File: config.mk
export PLATFORM = sky130hd
export DESIGN_NAME = zom_sprite_arbiter
export DESIGN_NICKNAME = d
export VERILOG_FILES = /design/src/rtl/zom_sprite_arbiter.sv
export SDC_FILE = /design/constraint.sdc
export NUM_CORES = 1
export LEC_CHECK = 0
export CORE_ASPECT_RATIO = 1.1
export CORE_MARGIN = 3
export CORE_UTILIZATION = 30
export DETAILED_ROUTE_END_ITERATION = 10
export SYNTH_ARGS = -nofsm -noshare
export SYNTH_HDL_FRONTEND = slang
export SYNTH_SLANG_ARGS = --single-unit
File: constraint.sdc
create_clock -name MAX10_CLK1_50 -period 6.14 [get_ports MAX10_CLK1_50]
set_input_delay 1.228 -clock MAX10_CLK1_50 [delete_from_list [all_inputs] [get_ports MAX10_CLK1_50]]
set_output_delay 1.228 -clock MAX10_CLK1_50 [all_outputs]
set_load 0.02 [all_outputs]
File: src/rtl/zom_sprite_arbiter.sv
// zom_sprite_arbiter: shares one zombie sprite ROM between NUM_ZOM slots.
// Slot position/live state is written into a shadow set and committed to the
// active set on frame_start. A fixed 3-register pipeline (pixel capture, per-slot
// hit test, winner select/address) gives outputs two edges after the pixel is
// sampled. Walk-cycle frames are stepped every ANIM_DIV frame_start pulses.
// Optional feature macro: ZOM_DEPTH_SORT_EN (winner is the hit slot with the
// largest Y, ties to the lower index); undefined selects lowest-index priority.
module zom_sprite_arbiter #(
   parameter int unsigned NUM_ZOM      = 4,
   parameter int unsigned SIZE_X       = 50,
   parameter int unsigned SIZE_Y       = 70,
   parameter int unsigned OFFSET       = 35,
   parameter int unsigned NUM_FRAMES   = 2,
   parameter int unsigned ANIM_DIV     = 8,
   parameter int unsigned DEFAULT_ADDR = 296
) (
   input  logic                        MAX10_CLK1_50,
   input  logic                        Reset,
   input  logic                        frame_start,
   input  logic [9:0]                  DrawX,
   input  logic [9:0]                  DrawY,
   input  logic                        wr_en,
   input  logic [$clog2(NUM_ZOM)-1:0]  wr_idx,
   input  logic [9:0]                  wr_x,
   input  logic [9:0]                  wr_y,
   input  logic                        wr_live,
   output logic [18:0]                 address,
   output logic                        zom_on,
   output logic [$clog2(NUM_ZOM)-1:0]  zom_idx,
   output logic [$clog2(NUM_ZOM):0]    live_cnt
);

   localparam int unsigned IW = $clog2(NUM_ZOM);
   localparam int unsigned LW = IW + 1;
   localparam int unsigned FW = (NUM_FRAMES > 1) ? $clog2(NUM_FRAMES) : 1;

   localparam logic [9:0]    OFF10       = 10'(OFFSET);
   localparam logic [9:0]    SX10        = 10'(SIZE_X);
   localparam logic [9:0]    SY10        = 10'(SIZE_Y);
   localparam logic [18:0]   FRAME_WORDS = 19'(SIZE_X * SIZE_Y);
   localparam logic [18:0]   SX19        = 19'(SIZE_X);
   localparam logic [18:0]   DEF19       = 19'(DEFAULT_ADDR);
   localparam logic [7:0]    DIV_LAST    = 8'(ANIM_DIV - 1);
   localparam logic [FW-1:0] FRAME_LAST  = FW'(NUM_FRAMES - 1);

   // slot state: shadow (written any time) and active (used for drawing)
   logic [NUM_ZOM-1:0][9:0] sh_x_q, sh_x_d, sh_y_q, sh_y_d;
   logic [NUM_ZOM-1:0]      sh_live_q, sh_live_d;
   logic [NUM_ZOM-1:0][9:0] act_x_q, act_x_d, act_y_q, act_y_d;
   logic [NUM_ZOM-1:0]      act_live_q, act_live_d;

   // animation
   logic [7:0]    anim_div_q, anim_div_d;
   logic [FW-1:0] anim_frame_q, anim_frame_d;

   // pipeline
   logic [9:0]              drawx_q, drawy_q;
   logic [NUM_ZOM-1:0]      s1_hit_q, s1_hit_d;
   logic [NUM_ZOM-1:0][9:0] s1_tx_q, s1_tx_d, s1_ty_q, s1_ty_d;
`ifdef ZOM_DEPTH_SORT_EN
   logic [NUM_ZOM-1:0][9:0] s1_y_q, s1_y_d;
   logic [9:0]              best_y;
`endif
   logic                    found;
   logic [IW-1:0]           win;
   logic [9:0]              win_tx, win_ty;

   logic [18:0]   address_q, address_d;
   logic          zom_on_q, zom_on_d;
   logic [IW-1:0] zom_idx_q, zom_idx_d;
   logic [LW-1:0] live_cnt_q, live_cnt_d;

   // shadow write, then commit (including a same-cycle write) on frame_start
   always_comb begin
      sh_x_d     = sh_x_q;
      sh_y_d     = sh_y_q;
      sh_live_d  = sh_live_q;
      if (wr_en) begin
         sh_x_d[wr_idx]    = wr_x;
         sh_y_d[wr_idx]    = wr_y;
         sh_live_d[wr_idx] = wr_live;
      end
      act_x_d    = act_x_q;
      act_y_d    = act_y_q;
      act_live_d = act_live_q;
      if (frame_start) begin
         act_x_d    = sh_x_d;
         act_y_d    = sh_y_d;
         act_live_d = sh_live_d;
      end
      live_cnt_d = LW'($countones(act_live_q));
   end

   // animation divider and frame counter, stepped by frame_start
   always_comb begin
      anim_div_d   = anim_div_q;
      anim_frame_d = anim_frame_q;
      if (frame_start) begin
         if (anim_div_q == DIV_LAST) begin
            anim_div_d   = '0;
            anim_frame_d = (anim_frame_q == FRAME_LAST) ? '0 : anim_frame_q + 1'b1;
         end else begin
            anim_div_d = anim_div_q + 8'd1;
         end
      end
   end

   // S1: per-slot sprite-local coordinates and hit test (10-bit modular, so
   // sprites hanging off the left/top edge clip naturally)
   always_comb begin
      s1_hit_d = '0;
      s1_tx_d  = '0;
      s1_ty_d  = '0;
`ifdef ZOM_DEPTH_SORT_EN
      s1_y_d   = act_y_q;
`endif
      for (int unsigned i = 0; i < NUM_ZOM; i++) begin
         s1_tx_d[i]  = drawx_q - (act_x_q[i] - OFF10);
         s1_ty_d[i]  = drawy_q - (act_y_q[i] - OFF10);
         s1_hit_d[i] = act_live_q[i] && (s1_tx_d[i] < SX10) && (s1_ty_d[i] < SY10);
      end
   end

   // S2: pick the winning slot and form the ROM address
   always_comb begin
      found = 1'b0;
      win   = '0;
`ifdef ZOM_DEPTH_SORT_EN
      best_y = '0;
      for (int unsigned i = 0; i < NUM_ZOM; i++) begin
         if (s1_hit_q[i] && (!found || (s1_y_q[i] > best_y))) begin
            found  = 1'b1;
            win    = IW'(i);
            best_y = s1_y_q[i];
         end
      end
`else
      for (int unsigned i = 0; i < NUM_ZOM; i++) begin
         if (s1_hit_q[i] && !found) begin
            found = 1'b1;
            win   = IW'(i);
         end
      end
`endif
      win_tx    = s1_tx_q[win];
      win_ty    = s1_ty_q[win];
      zom_on_d  = found;
      zom_idx_d = win;
      address_d = found ? (19'(anim_frame_q) * FRAME_WORDS + 19'(win_ty) * SX19 + 19'(win_tx))
                        : DEF19;
   end

   // state registers with synchronous reset
   always_ff @(posedge MAX10_CLK1_50) begin
      if (Reset) begin
         sh_x_q       <= '0;
         sh_y_q       <= '0;
         sh_live_q    <= '0;
         act_x_q      <= '0;
         act_y_q      <= '0;
         act_live_q   <= '0;
         anim_div_q   <= '0;
         anim_frame_q <= '0;
         drawx_q      <= '0;
         drawy_q      <= '0;
         s1_hit_q     <= '0;
         s1_tx_q      <= '0;
         s1_ty_q      <= '0;
`ifdef ZOM_DEPTH_SORT_EN
         s1_y_q       <= '0;
`endif
         address_q    <= DEF19;
         zom_on_q     <= 1'b0;
         zom_idx_q    <= '0;
         live_cnt_q   <= '0;
      end else begin
         sh_x_q       <= sh_x_d;
         sh_y_q       <= sh_y_d;
         sh_live_q    <= sh_live_d;
         act_x_q      <= act_x_d;
         act_y_q      <= act_y_d;
         act_live_q   <= act_live_d;
         anim_div_q   <= anim_div_d;
         anim_frame_q <= anim_frame_d;
         drawx_q      <= DrawX;
         drawy_q      <= DrawY;
         s1_hit_q     <= s1_hit_d;
         s1_tx_q      <= s1_tx_d;
         s1_ty_q      <= s1_ty_d;
`ifdef ZOM_DEPTH_SORT_EN
         s1_y_q       <= s1_y_d;
`endif
         address_q    <= address_d;
         zom_on_q     <= zom_on_d;
         zom_idx_q    <= zom_idx_d;
         live_cnt_q   <= live_cnt_d;
      end
   end

   assign address  = address_q;
   assign zom_on   = zom_on_q;
   assign zom_idx  = zom_idx_q;
   assign live_cnt = live_cnt_q;

endmodule

* Word-level counts from Yosys, hierarchy flattened *
Cells that the tools add are included.

word-level totals
  register bits after elaboration = 306
  bits in latches = 0
  bits in writable memories = 0
  ROM bits = 0
  input port bits = 47
  output and inout bits = 25
  logic and storage cells = 113
  memories kept = 0

operators by class
  add/sub/neg operators = 23
  multipliers = 2
  div/mod/pow operators = 0
  order comparisons = 11
  equality and inequality tests = 1
  shifts and indexed selects = 0
  muxes and demuxes = 23
  bitwise logic cells = 1
  reduce and logical (&&, ||, !) cells = 17

operators with widths
  cell                   number
  $bwmux 40              2
  $mux 40                2
  $sub 10x10->10         8
  $sub 10x6->10 const B  8
  $bmux 10 s2            2
  $lt 10x6->1 const B    4
  $lt 10x7->1 const B    4
  $mux 10                3
  $demux 10 s2           1
  $add 17x10->18         1
  $add 13x16->17         1
  $mul 10x5->15 const B  1
  $logic_and 1x1->1      12
  $mul 1x10->11 const B  1
  $add 8x1->8 const B    1
  $eq 8x3->1 const B     1
  $mux 8                 1
  $mux 1                 7
  $lt 2x3->1 const B     2
  $add 1x1->2            2
  $bwmux 4               1
  $mux 2                 2
  $mux 4                 1
  $add 2x2->3            1
  7 further kinds        9

* Longest topological paths before layout *
Gate-level depths: netlist of run 1.

  word-level depth = 15
  mapped depth = 25
  depth with buffers taken out = 24

* Worst setup path before layout of run 1 *
Ideal clock, no wire load.

  path kind = reg-to-reg
  start point = register s1_hit_q[2]
  end point = register address_q[14], in the netlist address[14]
  library setup time = 0.115 ns
  data arrival time = 5.323 ns
  required time = 6.025 ns
  slack = 0.702 ns
  cell stages (with the launch flop) = 25
  path buffers = 3
  clock period less this slack = 5.438 ns
  path through = dfxtp_1 nor2_1 nor3_1 buf_2 buf_2 mux4_2 ha_1 ha_1 inv_1 fa_1 inv_1 ha_1 clkbuf_1 o2111ai_1 nand2_1 nor2_1 xnor2_1 ha_1 ha_1 and3_1 o2111ai_1 a21bo_2 a211oi_1 xnor2_1 and2_1

between the ends
  word-level cells in the longest chain between the ends = 10
  elaborated cells between the ends (all ways) = 16
  those cells by class = add/sub: 2; mul: 1; mux: 8; bitwise: 1; reduce/logical: 4

ends and longest elaborated chain
  what                           RTL line  text
  start: declaration             58        logic [NUM_ZOM-1:0] s1_hit_q, s1_hit_d;
  start signal: assignment       187       s1_hit_q <= s1_hit_d;
  $logic_and 1x1->1 (*)          139       if (s1_hit_q[i] && !found) begin
  $mux 1                         139
  $logic_not 1->1                139
  $logic_and 1x1->1              139
  $mux 2                         139
  $bmux 10 s2                    146       win_ty = s1_ty_q[win];
  $mux 10 (implied by the code)  146
  $mul 10x5->15                  149       address_d = found ? (19'(anim_frame_q) * FRAME_WORDS + 19'(win_ty) * SX19 + 19'(win_tx))
  $add 13x16->17                 149
  $add 17x10->18                 149
  end signal: assignment         193       address_q <= address_d;
  end: declaration               68        logic [18:0] address_q, address_d;

Every way passes the cells marked *; elsewhere a longest branch is shown, timed or not. The select of a mux whose other input is x is not followed.
A chain may end at the register's enable or synchronous reset.

* Worst setup path in the final report of run 1 *
  start point = register s1_hit_q[1]
  end point = register address_q[14], in the netlist address[14]

between the ends
  word-level cells in the longest chain between the ends = 13
  elaborated cells between the ends (all ways) = 20
  those cells by class = add/sub: 2; mul: 1; mux: 10; bitwise: 1; reduce/logical: 6

ends and longest elaborated chain
  what                           RTL line
  $logic_and 1x1->1 (*)          139
  $mux 1                         139
  $logic_not 1->1                139
  $logic_and 1x1->1              139
  $mux 1                         139
  $logic_not 1->1                139
  $logic_and 1x1->1              139
  $mux 2                         139
  $bmux 10 s2                    146
  $mux 10 (implied by the code)  146
  $mul 10x5->15                  149
  $add 13x16->17                 149
  $add 17x10->18                 149

Marked as above.

==> results of run 1 <==
==> path summary, 6_finish.rpt <==
check                      startpoint                        to  slack (ns)  depth (start not counted)
max            s1_hit_q[1]$_SDFF_PP0_    address[14]$_SDFF_PP0_        0.46                         22
min          act_x_q[27]$_SDFFE_PP0P_  act_x_q[27]$_SDFFE_PP0P_        0.48                          2
max reg2reg    s1_hit_q[1]$_SDFF_PP0_    address[14]$_SDFF_PP0_        0.46                         22
min reg2reg  act_x_q[27]$_SDFFE_PP0P_  act_x_q[27]$_SDFFE_PP0P_        0.48                          2
==> cells by family (layout without fill, tap and decap cells) <==
logic type	Yosys count	in the layout	synth area share
multiplexers	107	107	0.08578
AND/OR/NAND/NOR	439	439	0.1292
AO/OA/AOI/OAI	260	260	0.1135
other	1	2	0.0002412
buffers and inverters	223	294	0.05472
XOR/XNOR	84	84	0.04732
flip-flops	304	304	0.3914
adder cells (fa/ha/maj)	209	209	0.1778
==> state kept, by name, summed over array words and instances, names as in the netlist <==
name,cells
act_x_q,40
s1_ty_q,40
anim_div_q,8
sh_x_q,40
zom_on,1
sh_y_q,40
drawx_q,10
zom_idx,2
sh_live_q,4
s1_tx_q,40
anim_frame_q,1
drawy_q,10
act_y_q,40
act_live_q,4
s1_hit_q,4
address,17
live_cnt,3
==> layout make-up <==
| cell class | count | area share |
|---|---|---|
| sequential | 304 | 0.3361 |
| multi-input combinational | 1101 | 0.4766 |
| inverter | 157 | 0.03255 |
| tap | 660 | 0.04561 |
| timing repair buffer | 79 | 0.04305 |
| clock buffer | 41 | 0.04934 |
| clock inverter | 17 | 0.01672 |
==> layout by cell type (no fill, tap or decap), types with 4 or more instances in the layout <==
| cell type | n |
|---|---|
| sky130_fd_sc_hd__ha_1 | 189 |
| sky130_fd_sc_hd__fa_1 | 20 |
| sky130_fd_sc_hd__o21a_1 | 14 |
| sky130_fd_sc_hd__and2_1 | 17 |
| sky130_fd_sc_hd__nor2b_1 | 47 |
| sky130_fd_sc_hd__o211ai_1 | 5 |
| sky130_fd_sc_hd__clkdlybuf4s50_1 | 67 |
| sky130_fd_sc_hd__dfxtp_1 | 304 |
| sky130_fd_sc_hd__inv_1 | 157 |
| sky130_fd_sc_hd__xnor2_1 | 54 |
| sky130_fd_sc_hd__a21o_1 | 13 |
| sky130_fd_sc_hd__or3_1 | 5 |
| sky130_fd_sc_hd__xor2_1 | 30 |
| sky130_fd_sc_hd__a211oi_1 | 95 |
| sky130_fd_sc_hd__and3_1 | 6 |
| sky130_fd_sc_hd__o21ai_0 | 33 |
| sky130_fd_sc_hd__bufinv_16 | 8 |
| sky130_fd_sc_hd__nor2_1 | 268 |
| sky130_fd_sc_hd__mux4_2 | 21 |
| sky130_fd_sc_hd__clkinv_2 | 4 |
| sky130_fd_sc_hd__buf_4 | 10 |
| sky130_fd_sc_hd__clkbuf_16 | 31 |
| sky130_fd_sc_hd__nand4_1 | 5 |
| sky130_fd_sc_hd__a21oi_1 | 54 |
| sky130_fd_sc_hd__clkbuf_8 | 9 |
| sky130_fd_sc_hd__nor3_1 | 16 |
| sky130_fd_sc_hd__mux2i_1 | 86 |
| sky130_fd_sc_hd__nand2b_1 | 10 |
| sky130_fd_sc_hd__o21bai_1 | 14 |
| sky130_fd_sc_hd__nand3_1 | 12 |
| sky130_fd_sc_hd__nand2_1 | 29 |
==> worst register-to-register path: cells and delay by family, from the launching register on <==
| family | cells | cell delay [ns] |
|---|---|---|
| buffers and inverters | 2 | 0.09 |
| xor gates and xnor gates | 2 | 0.23 |
| muxes | 1 | 0.64 |
| and+or+nand+nor | 6 | 1.11 |
| adders and majority gates | 6 | 2.11 |
| AOI/OAI and AO/OA | 5 | 1.01 |
| DFF | 1 | 0.39 |
==> routing by layer <==
metal | vias to the layer above | part of all wire | global-route usage
li1 | 5627 | - | -
met1 | 5167 | 0.49 | 0.1822
met2 | 163 | 0.45 | 0.2175
met3 | 48 | 0.036 | 0.01818
met4 | 0 | 0.022 | 0.03684
met5 | - | 0 | 0
==> power breakdown <==
| part | switching, mW | internal (mW) | total [mW] |
|---|---|---|---|
| Sequential | 0.0610 | 2.12 | 2.18 |
| Clock | 0.816 | 1.36 | 2.17 |
| Combinational | 0.924 | 0.675 | 1.60 |
| Total | 1.80 | 4.16 | 5.96 |
==> flow_summary.json, run 1 <==
{
  "final_cells": 2359,
  "finalCriticalPeriod_ns": 5.678,
  "synth_top_flop_cell": "sky130_fd_sc_hd__dfxtp_1",
  "routed-via-count": 11005,
  "cell_breakdown_of_the_critical_path": "a21oi_1, nor2_2, mux4_2, ha_1, ha_1, inv_1, fa_1, inv_1, ha_1, a21o_1, nand2_1, nand2_1, nor2_1, xnor2_1, ha_1, ha_1, and3_1, o2111ai_1, a21bo_2, a211oi_1, xnor2_1, and2_1",
  "postCtsResizedCells": 0,
  "postSynthRegisterBits": 304,
  "cp.arrival_ns": 6.16,
  "post_place_instance_area_mm2": 0.01691,
  "gr-total-overflow": 0,
  "clkTransAtPathRegs_ns": 0.06,
  "cp_max_fo": 9,
  "yosysTopAreaCellShare": 0.3914,
  "totalWireLength_um": 36670,
  "die_area_mm2": 0.05460,
  "max-vdd-ir-drop_mv": 0.2083,
  "timing.setup.tns_ns": 0,
  "die_w_um": 223.1,
  "max_clock_freq_ghz": 0.1761,
  "final_total_power_mw": 5.958,
  "grt_start_max_net_pins": 175,
  "timing_worst_slew_pin_value_ns": 0.9849,
  "synthMostInstantiatedCell": "sky130_fd_sc_hd__dfxtp_1",
  "finalCritPeriodShare": 0.9247,
  "leakagePower_nw": 7.860,
  "outcome": "finished, final reports clean",
  "initial_antenna_violation_count": 0,
  "skew_ns": 0.03529,
  "path_common_cell": "sky130_fd_sc_hd__ha_1",
  "numPlacedInstances": 2301,
  "critPathLaunchType": "register",
  "detail_route.vias_per_cell": 4.665,
  "drt_pre_antenna_iters": 5,
  "syn_to_final_growth_pct": 16.44,
  "place_congestion": 0.8758,
  "required_ns": 6.62,
  "die_height_um": 244.8,
  "postSynth.asyncResetShare": 0,
  "finalInstanceArea_mm2": 0.01810,
  "tritoncts": "yes",
  "synth_top_area_cell": "sky130_fd_sc_hd__dfxtp_1",
  "cp_top_family": "adder cells",
  "synth-edff-count": 0,
  "final.hold.worst_slack_ns": 0.4846,
  "design.final.nets": 1930,
  "register_area_mm2": 0.006086,
  "core.rowCount": 86,
  "yosys_warnings": 0,
  "initial_standard_cell_utilization_of_the_core": 0.3068,
  "clock_tree.htree_level_count": 1,
  "post_synth_instance_area_mm2": 0.01555,
  "insertion_delay_ns": 0.60,
  "post_placement_worst_setup_slack_ns": 0.3849,
  "ios": 72,
  "ys_seq_area_frac": 0.3914,
  "synthTopCellsByCount": "sky130_fd_sc_hd__dfxtp_1, sky130_fd_sc_hd__nor2_1, sky130_fd_sc_hd__ha_1",
  "timing_max_transition_violations_final": 0,
  "cell_count_after_synthesis": 1627,
  "cts.root.buffer_cell": "sky130_fd_sc_hd__clkbuf_16",
  "grt_first_pass_wirelength_um": 58990,
  "num-fill-cells": 5066,
  "yosys-top-cells-area": "sky130_fd_sc_hd__dfxtp_1, sky130_fd_sc_hd__ha_1, sky130_fd_sc_hd__nor2_1, sky130_fd_sc_hd__mux2i_1, sky130_fd_sc_hd__a211oi_1",
  "synthesis.area_per_instance_um2": 9.557,
  "timing.final.setup_violations": 0,
  "fin_util": 0.3572,
  "critPathCaptureType": "register",
  "io_buffers": 69,
  "worst_path_largest_cell_delay_ns": 0.64,
  "remaining_drc_errors": 0,
  "min-delay-path-class": "reg -> reg",
  "max_cap_violation_count": 0,
  "hold_viol": 0,
  "drive_above_1_share": 0.06062,
  "clock_path_buffers": 3,
  "cts.sink_count": 304,
  "critical_path.n_buffers_inverters": 2,
  "relSlewSlack": 0.3434,
  "drt_iter0_markers": 576,
  "post_cts_buffers": 0,
  "detail_routed_net_length_per_standard_cell_um": 15.54,
  "dp.final_hpwl_um": 27670,
  "track_usage": 0.1324,
  "num_antenna_cells": 0,
  "cellPowerDensity_mw_per_mm2": 329.1,
  "worstSetupPathType": "reg -> reg",
  "final_critical_path_setup_slack_ns": 0.4622,
  "area_of_combinational_cells_with_multiple_inputs_mm2": 0.008628,
  "core_region_area_mm2": 0.05068,
  "rsz0062_at_grt": "no",
  "synth_cell_types": 59,
  "tritoncts.num_buffers": 31,
  "final_antenna_net_count": 0,
  "cp_slowest_cell": "sky130_fd_sc_hd__mux4_2",
  "cts-hold-fix-buffers": 0,
  "first_global_vias": 10957
}
Note: power is estimated with default switching activity, not from simulation.
==> run 2, diff against run 1 <==
ABC_CLOCK_PERIOD_IN_PS = 6140   (was not set)
==> results of run 2 <==
Final layout, timing and power as in run 1 (identical DEF).
==> run 3, diff against run 2 <==
--- a/constraint.sdc
+++ b/constraint.sdc
@@ -3,2 +3,2 @@
 set_output_delay 1.228 -clock MAX10_CLK1_50 [all_outputs]
-set_load 0.02 [all_outputs]
+set_load 0.01 [all_outputs]
==> results of run 3 <==
The final DEF is identical to that of run 1. Status: finished, final reports clean.
Among the figures that moved: total power 5.958 mW -> 5.957 mW
